### src/rtl/pipe_shifter.sv
// Pipelined barrel shifter (SLL/SRL/SRA/ROL/ROR) with valid/ready backpressure.
// Shift levels are spread over NUM_STAGES registered stages; tag rides along.
module pipe_shifter #(
  parameter int WIDTH      = 32,
  parameter int SHAMT_W    = $clog2(WIDTH),
  parameter int NUM_STAGES = 2,
  parameter int TAG_W      = 5
) (
  input  logic               i_clk,
  input  logic               i_reset,
  input  logic               i_valid,
  output logic               o_ready,
  input  logic [2:0]         i_op,
  input  logic [WIDTH-1:0]   i_operand_a,
  input  logic [SHAMT_W-1:0] i_shamt,
  input  logic [TAG_W-1:0]   i_tag,
  output logic               o_valid,
  input  logic               i_ready,
  output logic [WIDTH-1:0]   o_result,
  output logic [TAG_W-1:0]   o_tag
);

  localparam logic [2:0] OP_SLL = 3'd0;
  localparam logic [2:0] OP_SRL = 3'd1;
  localparam logic [2:0] OP_SRA = 3'd2;
  localparam logic [2:0] OP_ROL = 3'd3;
  localparam logic [2:0] OP_ROR = 3'd4;

  typedef struct packed {
    logic [WIDTH-1:0]   data;
    logic [2:0]         op;
    logic [SHAMT_W-1:0] shamt;
    logic               sign;
    logic [TAG_W-1:0]   tag;
  } stage_t;

  // One mux level: shift/rotate by 2^j. Reserved ops pass data through.
  function automatic logic [WIDTH-1:0] shift_lvl(input logic [WIDTH-1:0] d,
                                                 input logic [2:0] op,
                                                 input logic sign,
                                                 input int j);
    int amt;
    logic [WIDTH-1:0] fill;
    amt  = 1 << j;
    fill = sign ? ~({WIDTH{1'b1}} >> amt) : '0;
    case (op)
      OP_SLL:  return d << amt;
      OP_SRL:  return d >> amt;
      OP_SRA:  return (d >> amt) | fill;
      OP_ROL:  return (d << amt) | (d >> (WIDTH - amt));
      OP_ROR:  return (d >> amt) | (d << (WIDTH - amt));
      default: return d;
    endcase
  endfunction

  // Apply the levels owned by stage k: level j lives in stage j*NUM_STAGES/SHAMT_W.
  function automatic stage_t run_levels(input stage_t s, input int k);
    stage_t r;
    r = s;
    for (int j = 0; j < SHAMT_W; j++)
      if (((j * NUM_STAGES) / SHAMT_W) == k && r.shamt[j])
        r.data = shift_lvl(r.data, r.op, r.sign, j);
    return r;
  endfunction

  stage_t                  in_s;
  stage_t                  stg_q [NUM_STAGES];
  stage_t                  nxt   [NUM_STAGES];
  logic [NUM_STAGES-1:0]   vld_pipe;
  logic [NUM_STAGES-1:0]   up_vld;
  logic [NUM_STAGES-1:0]   adv;

  // Sign is latched here so SRA never depends on already-shifted data.
  assign in_s = '{data: i_operand_a, op: i_op, shamt: i_shamt,
                  sign: i_operand_a[WIDTH-1], tag: i_tag};

  for (genvar k = 0; k < NUM_STAGES; k++) begin : g_stg
    if (k == 0) begin : g_first
      assign nxt[k]    = run_levels(in_s, k);
      assign up_vld[k] = i_valid;
    end else begin : g_rest
      assign nxt[k]    = run_levels(stg_q[k-1], k);
      assign up_vld[k] = vld_pipe[k-1];
    end
    // A stage moves when any stage at or below it has a hole, or the sink takes one.
    assign adv[k] = ~(&vld_pipe[NUM_STAGES-1:k]) | i_ready;
  end

  always_ff @(posedge i_clk or posedge i_reset) begin
    if (i_reset) begin
      vld_pipe <= '0;
      for (int k = 0; k < NUM_STAGES; k++) stg_q[k] <= '0;
    end else begin
      for (int k = 0; k < NUM_STAGES; k++) begin
        if (adv[k]) begin
          vld_pipe[k] <= up_vld[k];
          if (up_vld[k]) stg_q[k] <= nxt[k];
        end
      end
    end
  end

  assign o_ready  = adv[0];
  assign o_valid  = vld_pipe[NUM_STAGES-1];
  assign o_result = stg_q[NUM_STAGES-1].data;
  assign o_tag    = stg_q[NUM_STAGES-1].tag;

endmodule
### config.mk
export PLATFORM = sky130hd
export DESIGN_NAME = pipe_shifter
export DESIGN_NICKNAME = d
export VERILOG_FILES = /design/src/rtl/pipe_shifter.sv
export SDC_FILE = /design/constraint.sdc
export NUM_CORES = 1
export LEC_CHECK = 0
export CORE_ASPECT_RATIO = 1.1
export CORE_UTILIZATION = 30
export CTS_BUF_LIST = sky130_fd_sc_hd__clkbuf_4 sky130_fd_sc_hd__clkbuf_8 sky130_fd_sc_hd__clkbuf_16
export CTS_CLUSTER_SIZE = 8
export DETAILED_ROUTE_END_ITERATION = 12
export PLACE_DENSITY = 0.59
export SYNTH_ARGS = -nofsm -noshare
export SYNTH_HDL_FRONTEND = slang
export SYNTH_SLANG_ARGS = --single-unit
### constraint.sdc
create_clock -name i_clk -period 4.6 [get_ports i_clk]
set_clock_uncertainty 0.05 [all_clocks]
set_input_delay 0.69 -clock i_clk [delete_from_list [all_inputs] [get_ports i_clk]]
set_output_delay 0.69 -clock i_clk [all_outputs]
set_load 0.01 [all_outputs]
Word level (Yosys, flattened, before mapping)
Cells that the tools add are included.

Register bits after elaboration: 85. Bits of input ports: 49.

Eq/ne operators: 8. Mux-type cells: 15. Bitwise gates (word level): 18. Reductions and logical operators: 6.

Operator list (count): one-hot mux 32 bit (5 select lines) (4); 2-to-1 mux 32 bit (10); one-hot mux 32 bit (4 select lines) (1); bitwise OR 16 x 32 -> 32 bit (2); bitwise OR 24 x 32 -> 32 bit (2); bitwise OR 28 x 32 -> 32 bit (2); bitwise OR 30 x 32 -> 32 bit (2); bitwise OR 31 x 32 -> 32 bit (2); bitwise OR 32 x 1 -> 32 bit (1); bitwise OR 32 x 2 -> 32 bit (1); bitwise OR 32 x 4 -> 32 bit (1); bitwise OR 32 x 8 -> 32 bit (1); == test 3 x 2 -> 1 bit (second input constant) (4); == test 3 x 1 -> 1 bit (second input constant) (2); == test 3 bit (second input constant) (2); zero test 3 bit (2); AND reduction 2 bit (3); NOT 1 bit (2); bitwise OR 1 bit (2); OR reduction 2 bit (1).

Longest topological paths before layout
Gate-level depths: netlist of the first run.

Depth in word-level cells: 10. Depth in mapped cells: 11. Depth with buffers taken out: 7.

Worst setup path after synthesis of the first run
Ideal clock, no wire load.

Kind: input port to flip-flop. From: in i_op[1]. To: reg stg_q[75] (netlist name). Library setup time: 0.146 ns. Arrival time: 2.471 ns. Data required time: 4.404 ns. Slack: 1.933 ns. Stages: 8. Cells stage by stage: buf_4 xnor2_1 mux2_2 a222oi_1 o211ai_1 and3_1 a311oi_1 a311oi_1.

Cells in the longest elaborated chain, start to end: 9.

Ends and longest elaborated chain: start, declared (line 13) `input logic [2:0] i_op,`; == test 3 bit (tied with other cells) (line 46) `case (op)`; one-hot mux 32 bit (5 select lines) (line 46); 2-to-1 mux 32 bit (line 61) `if (((j * NUM_STAGES) / SHAMT_W) == k && r.shamt[j])`; bitwise OR 30 x 32 -> 32 bit (tied with other cells) (line 51) `OP_ROR: return (d >> amt) | (d << (WIDTH - amt));`; one-hot mux 32 bit (5 select lines) (line 46); 2-to-1 mux 32 bit (line 61); bitwise OR 28 x 32 -> 32 bit (tied with other cells) (line 51); one-hot mux 32 bit (5 select lines) (line 46); 2-to-1 mux 32 bit * (line 61); end signal, assigned by index (line 97) `if (up_vld[k]) stg_q[k] <= nxt[k];`; end, declared (line 67) `stage_t stg_q [NUM_STAGES];`.

Every way passes the cells marked *; elsewhere a longest branch is shown, timed or not. A chain may end at the register's enable or synchronous reset.

Worst setup path after layout of the first run
From: in i_op[0]. To: reg stg_q[66] (netlist name).

The elaborated chain is that of the path after synthesis.

==> metrics.yaml, run 1 <==
cts:
  cts_buffers: 9
  cts.clk_slew.worst_paths_ns: 0.06
  root_buffer: "clkbuf_16"
  clock_path_buffers: 2
  htreeDepth: 3
  cts_tree: "built"
  insertion_delay_ns: 0.35
  postCtsResizedCells: 0
  postCtsSetupBuffers: 0
  cts_num_sinks: 82
  cts_hold_buf: 0
finish:
  antenna_cells: 0
  fillCellCount: 2739
  multi_input_comb_area_sq_um: 5120
  syn_to_final_growth_pct: 15.9
  fin_nets: 1129
  seqCellArea_sq_um: 2050
  drive_above_1_share: 0.0903
global_route:
  grt_pass1_vias: 7807
  gr-usage-met1: 0.321
  overflow: 0
  met2_usage: 0.336
  grtUsageTotal: 0.222
  antenna_found_initial: 0
  grt_pass1_wl_um: 46600
  grt_util_met3: 0.0348
  grt_max_degree: 65
  busiest_layer: "met2"
sta:
  min_period_ns: 3.65
  period_share: 0.793
  worst_pin_slew_ns: 1.37
  slew_viol_final: 0
  fin_setup_tns_ns: 0
  hold_violations: 0
  timing.fmax_mhz: 274
  rsz0062_at_grt: "false"
  setup_viol_count_final: 0
  max_slew_margin: 0.0857
floorplan:
  die_area_sq_um: 27000
  ios: 88
  dieWidth_um: 157
  die_y_um: 172
  rows: 61
  fp.coreArea_sq_um: 25600
  start_util: 0.309
drt:
  first_pass_iters: 6
  detail_route.wl_per_cell_um: 20.8
  ant_nets: 0
  viasPerCell: 6.02
  drc: 0
  vias: 8611
  drt-total-wl_um: 29800
  first_iter_violations: 909
yosys:
  synth.avg_cell_area_sq_um: 7.34
  synthArstFlopShare: 1.00
  synth_nets: 1126
  synth_edf_count: 0
  ys_types: 75
  yosys.area.top_type: "dfrtp_1"
  seq_area_frac_synth: 0.260
  yosys_register_bits: 82
  synth_area_leaders: "dfrtp_1, nor2_1, nand2_1"
  synth_cells: 1077
  synth_warnings: 0
  ys.flop_type: "dfrtp_1"
  synth_common_cells: "nor2_1, nand2_1, a21oi_1, dfrtp_1, o21ai_0"
  yosys.area.top_type_share: 0.260
  syn_area_sq_um: 7900
  yosysMostFrequentCell: "nor2_1"
worst_hold_path:
  min_from: "nxt[2]$_DFFE_PP0P_"
  hold-path-cell-count: 2
  worstHoldEndpoint: "nxt[2]$_DFFE_PP0P_"
  hp-class: "flop to flop"
setup_path:
  r2r-start: "nxt[11]$_DFFE_PP0P_"
  r2r-end: "o_result[26]$_DFFE_PP0P_"
  cp-end-kind: "flop"
  crit_type: "primary input to flop"
  critPathLaunchType: "primary input"
  critPathArrivalTime_ns: 3.83
  path_max_fanout: 14
  worstPathRequired_ns: 4.78
  r2r_slack_ns: 1.72
  crit_start: "i_op[0]"
  reg2reg_depth: 6
outcome:
  run_status: "completed"
placed_design:
  portBuffers: 87
  hpwlAfterDp_um: 22400
  place.gp.congestion: 0.940
pwr:
  finalPower_mw: 3.27
  power_density_nw_per_um2: 357
  peakVddDrop_mv: 0.211
  leakagePower_nw: 3.49
job:
  cap_violations: 0
through the flow:
step / cell area, sq um / hold slack, ns / worst slack (ns) / utilization / instances
floorplan: 7900 / 0.392 / 1.75 / - / 1077
global placement: 8830 / 0.406 / 0.643 / 0.345 / 1415
detailed placement: 8830 / 0.411 / 0.614 / 0.345 / 1415
CTS: 9160 / 0.426 / 0.988 / 0.358 / 1431
global route: 9160 / 0.456 / 0.737 / 0.358 / 1431
finish: 9160 / 0.421 / 0.950 / 0.358 / 1431
area by class of cell:
type | count | share of cell area
multi-input combinational | 847 | 0.559
sequential | 82 | 0.224
timing repair buffer | 130 | 0.129
tap | 346 | 0.0473
clock buffer | 9 | 0.0246
clock inverter | 7 | 0.0111
inverter | 10 | 0.00424
worst max path at each step:
| stage | end | slack [ns] |
|---|---|---|
| finish | stg_q[66]$_DFFE_PP0P_ | 0.95 |
| global route | stg_q[66]$_DFFE_PP0P_ | 0.74 |
| CTS | stg_q[66]$_DFFE_PP0P_ | 0.99 |
| detailed placement | stg_q[66]$_DFFE_PP0P_ | 0.61 |
| global placement | stg_q[68]$_DFFE_PP0P_ | 0.64 |
| floorplan | nxt[0]$_DFFE_PP0P_ | 1.75 |
logic make-up (layout without fill, tap and decap cells):
| logic type | count (synthesis) | count (layout) | share of synthesized area |
|---|---|---|---|
| AO/OA/AOI/OAI | 426 | 426 | 0.367 |
| flip-flops | 82 | 82 | 0.260 |
| multiplexers | 52 | 52 | 0.0681 |
| XOR/XNOR | 3 | 3 | 0.00333 |
| AND/OR/NAND/NOR | 366 | 366 | 0.207 |
| buffers and inverters | 148 | 156 | 0.0955 |
layer usage:
metal | share of wire | wire, um
met5 | 0 | 0
met4 | 0.024 | 706
met3 | 0.091 | 2700
met2 | 0.43 | 12800
met1 | 0.46 | 13600
critical path: stages:
cell and delay (ns):
clkdlybuf4s50_1 0.69, xnor2_2 0.49, buf_4 0.33, mux2_2 0.36, o221ai_1 0.43, o21ai_0 0.13, o21ai_0 0.33, o221ai_1 0.21
o211a_1 0.17
registers in the layout, indices dropped and copies added, names as in the netlist:
name      cells
o_tag         5
stg_q        32
vld_pipe      2
nxt          11
o_result     32
cell usage in the layout (no fill, tap or decap), types with 7 or more instances in the layout:
cell type	count
a22oi_1	21
nor2_1	132
or3_1	9
dfrtp_1	82
a32oi_1	10
buf_4	43
a21oi_1	93
clkbuf_16	9
nand2b_1	14
nor3_1	23
clkdlybuf4s50_1	85
o31ai_1	32
inv_1	7
o22ai_1	32
o21ai_0	77
nor2b_1	9
mux2_2	14
nand3_1	16
o211ai_1	10
o22a_1	11
mux2i_1	38
a31oi_1	11
and2_1	9
a211oi_1	18
a221oi_1	27
nand2_1	125
report_power, final:
group	total, mW	internal, mW	switching (mW)	leakage (nW)
Clock	0.785	0.480	0.305	0.153
Combinational	1.42	0.608	0.812	2.35
Sequential	1.07	0.899	0.166	0.986
(Power assumes the default switching activity.)
==> run 2, diff against run 1 <==
Settings changed: PLACE_DENSITY 0.59 to 0.61.
Clock period 4.6 ns to 3 ns, I/O delays scaled along.
==> metrics.yaml, run 2 (synthesis gave the netlist of run 1 again) <==
sta:
  min_period_ns: 2.86
  setup_viol_count_final: 0
  hold_violations: 0
  fin_setup_tns_ns: 0
  rsz0062_at_grt: "false"
  period_share: 0.955
  holdWs_ns: 0.420
  timing.fmax_mhz: 349
  slew_viol_final: 0
  max_slew_margin: 0.246
  worst_pin_slew_ns: 1.13
cts:
  insertion_delay_ns: 0.34
  postCtsSetupBuffers: 0
  cts_num_sinks: 82
  htreeDepth: 3
  cts_hold_buf: 0
  cts.clk_slew.worst_paths_ns: 0.06
  clock_path_buffers: 2
  postCtsResizedCells: 0
  cts_tree: "built"
  root_buffer: "clkbuf_16"
  cts_buffers: 9
global_route:
  grt_max_degree: 70
  grt_pass1_vias: 8451
  grt_pass1_wl_um: 48800
  grtUsageTotal: 0.234
  overflow: 0
  antenna_found_initial: 0
setup_path:
  r2r_slack_ns: 0.47
  crit_type: "primary input to flop"
  slowest_delay_ns: 0.65
  path_max_fanout: 29
  worstPathRequired_ns: 3.16
  cp_cell_sequence: "clkdlybuf4s50_1 > clkinv_1 > buf_4 > nand2_1 > buf_12 > o21ai_0 > buf_4 > a21oi_1 > nor2_1 > a32oi_1 > a21oi_1"
  critPathSlowestCell: "clkdlybuf4s50_1"
  critPathArrivalTime_ns: 3.03
  cp-end-kind: "flop"
  crit_family: "buffers and inverters"
  critPathLaunchType: "primary input"
  critPathBufInv: 5
finish:
  mostFrequentLayoutCells: "buf_4, nor2_1, nand2_1, a21oi_1, clkdlybuf4s50_1"
  final_common_cell: "buf_4"
  instances_no_fill: 1547
  final_util: 0.396
  drive_above_1_share: 0.178
  fin_nets: 1247
  final_area_sq_um: 10100
  seqCellArea_sq_um: 2050
  multi_input_comb_area_sq_um: 5120
  antenna_cells: 0
  syn_to_final_growth_pct: 28.0
  fillCellCount: 2617
outcome:
  run_status: "completed"
pwr:
  power_density_nw_per_um2: 511
  leakagePower_nw: 4.10
  peakVddDrop_mv: 0.256
drt:
  vias: 9185
  first_iter_violations: 932
  detail_route.wl_per_cell_um: 20.4
  ant_nets: 0
  first_pass_iters: 6
  drc: 0
  drt-total-wl_um: 31500
  viasPerCell: 5.94
placed_design:
  hpwlAfterDp_um: 24500
  portBuffers: 87
  placed_area_sq_um: 9800
  post-place-cells: 1533
  place.gp.congestion: 0.988
floorplan:
  die_area_sq_um: 27000
  start_util: 0.309
  fp.coreArea_sq_um: 25600
  ios: 88
  dieWidth_um: 157
  die_y_um: 172
  rows: 61
worst_hold_path:
  hp-class: "flop to flop"
job:
  cap_violations: 0
-- run 2: cell types whose count changed in the layout (fill, tap and decap cells not counted), sizes merged --
cell / before / now
clkbuf: 9 / 11
inv: 9 / 7
clkinvlp: 2 / 0
buf: 45 / 163
-- run 2: power breakdown --
part,leakage [nW],internal (mW),total [mW],switching [mW]
clock network,0.155,0.749,1.16,0.412
logic,2.96,1.09,2.38,1.29
registers,0.986,1.38,1.63,0.248
-- run 2: worst register-to-register path, delay by kind of cell (launching register included) --
kind,cells,cell delay (ns)
simple gates,4,1.19
flops,1,0.42
compound gates,3,0.75
-- run 2: per-stage QoR --
stage          worst slack [ns]  power [mW]
6_report                  0.136        5.17
2_1_floorplan             0.392        3.11
3_5_place_dp             -0.145        3.99
5_1_grt                  0.0262        5.48
4_1_cts                   0.204        5.17
3_3_place_gp             -0.155        3.97
-- run 2: per-layer routing --
layer	vias to the layer above	share of wire	global-route usage
met2	522	0.45	0.367
li1	4247	-	-
met4	0	0.039	0.105
met1	4327	0.43	0.316
met5	-	0	0
met3	89	0.089	0.0373
-- run 2: worst paths after layout --
kind | cells past startpoint | startpoint | endpoint
min in group asynchronous | 2 | i_reset | o_result[13]$_DFFE_PP0P_
worst max-delay path | 11 | i_op[2] | stg_q[83]$_DFFE_PP0P_
worst max register to register | 7 | nxt[11]$_DFFE_PP0P_ | o_result[4]$_DFFE_PP0P_
max in group asynchronous | 3 | i_reset | stg_q[70]$_DFFE_PP0P_
worst min register to register | 2 | nxt[4]$_DFFE_PP0P_ | nxt[4]$_DFFE_PP0P_
worst min-delay path | 2 | nxt[4]$_DFFE_PP0P_ | nxt[4]$_DFFE_PP0P_
-- run 2: area by class of cell --
type	instances	area share
clock buffers	11	0.0244
clock inverters	3	0.00643
inverters	10	0.00383
multi-input cells	847	0.506
flip-flops and latches	82	0.203
well taps	346	0.0428
repair buffers	248	0.213
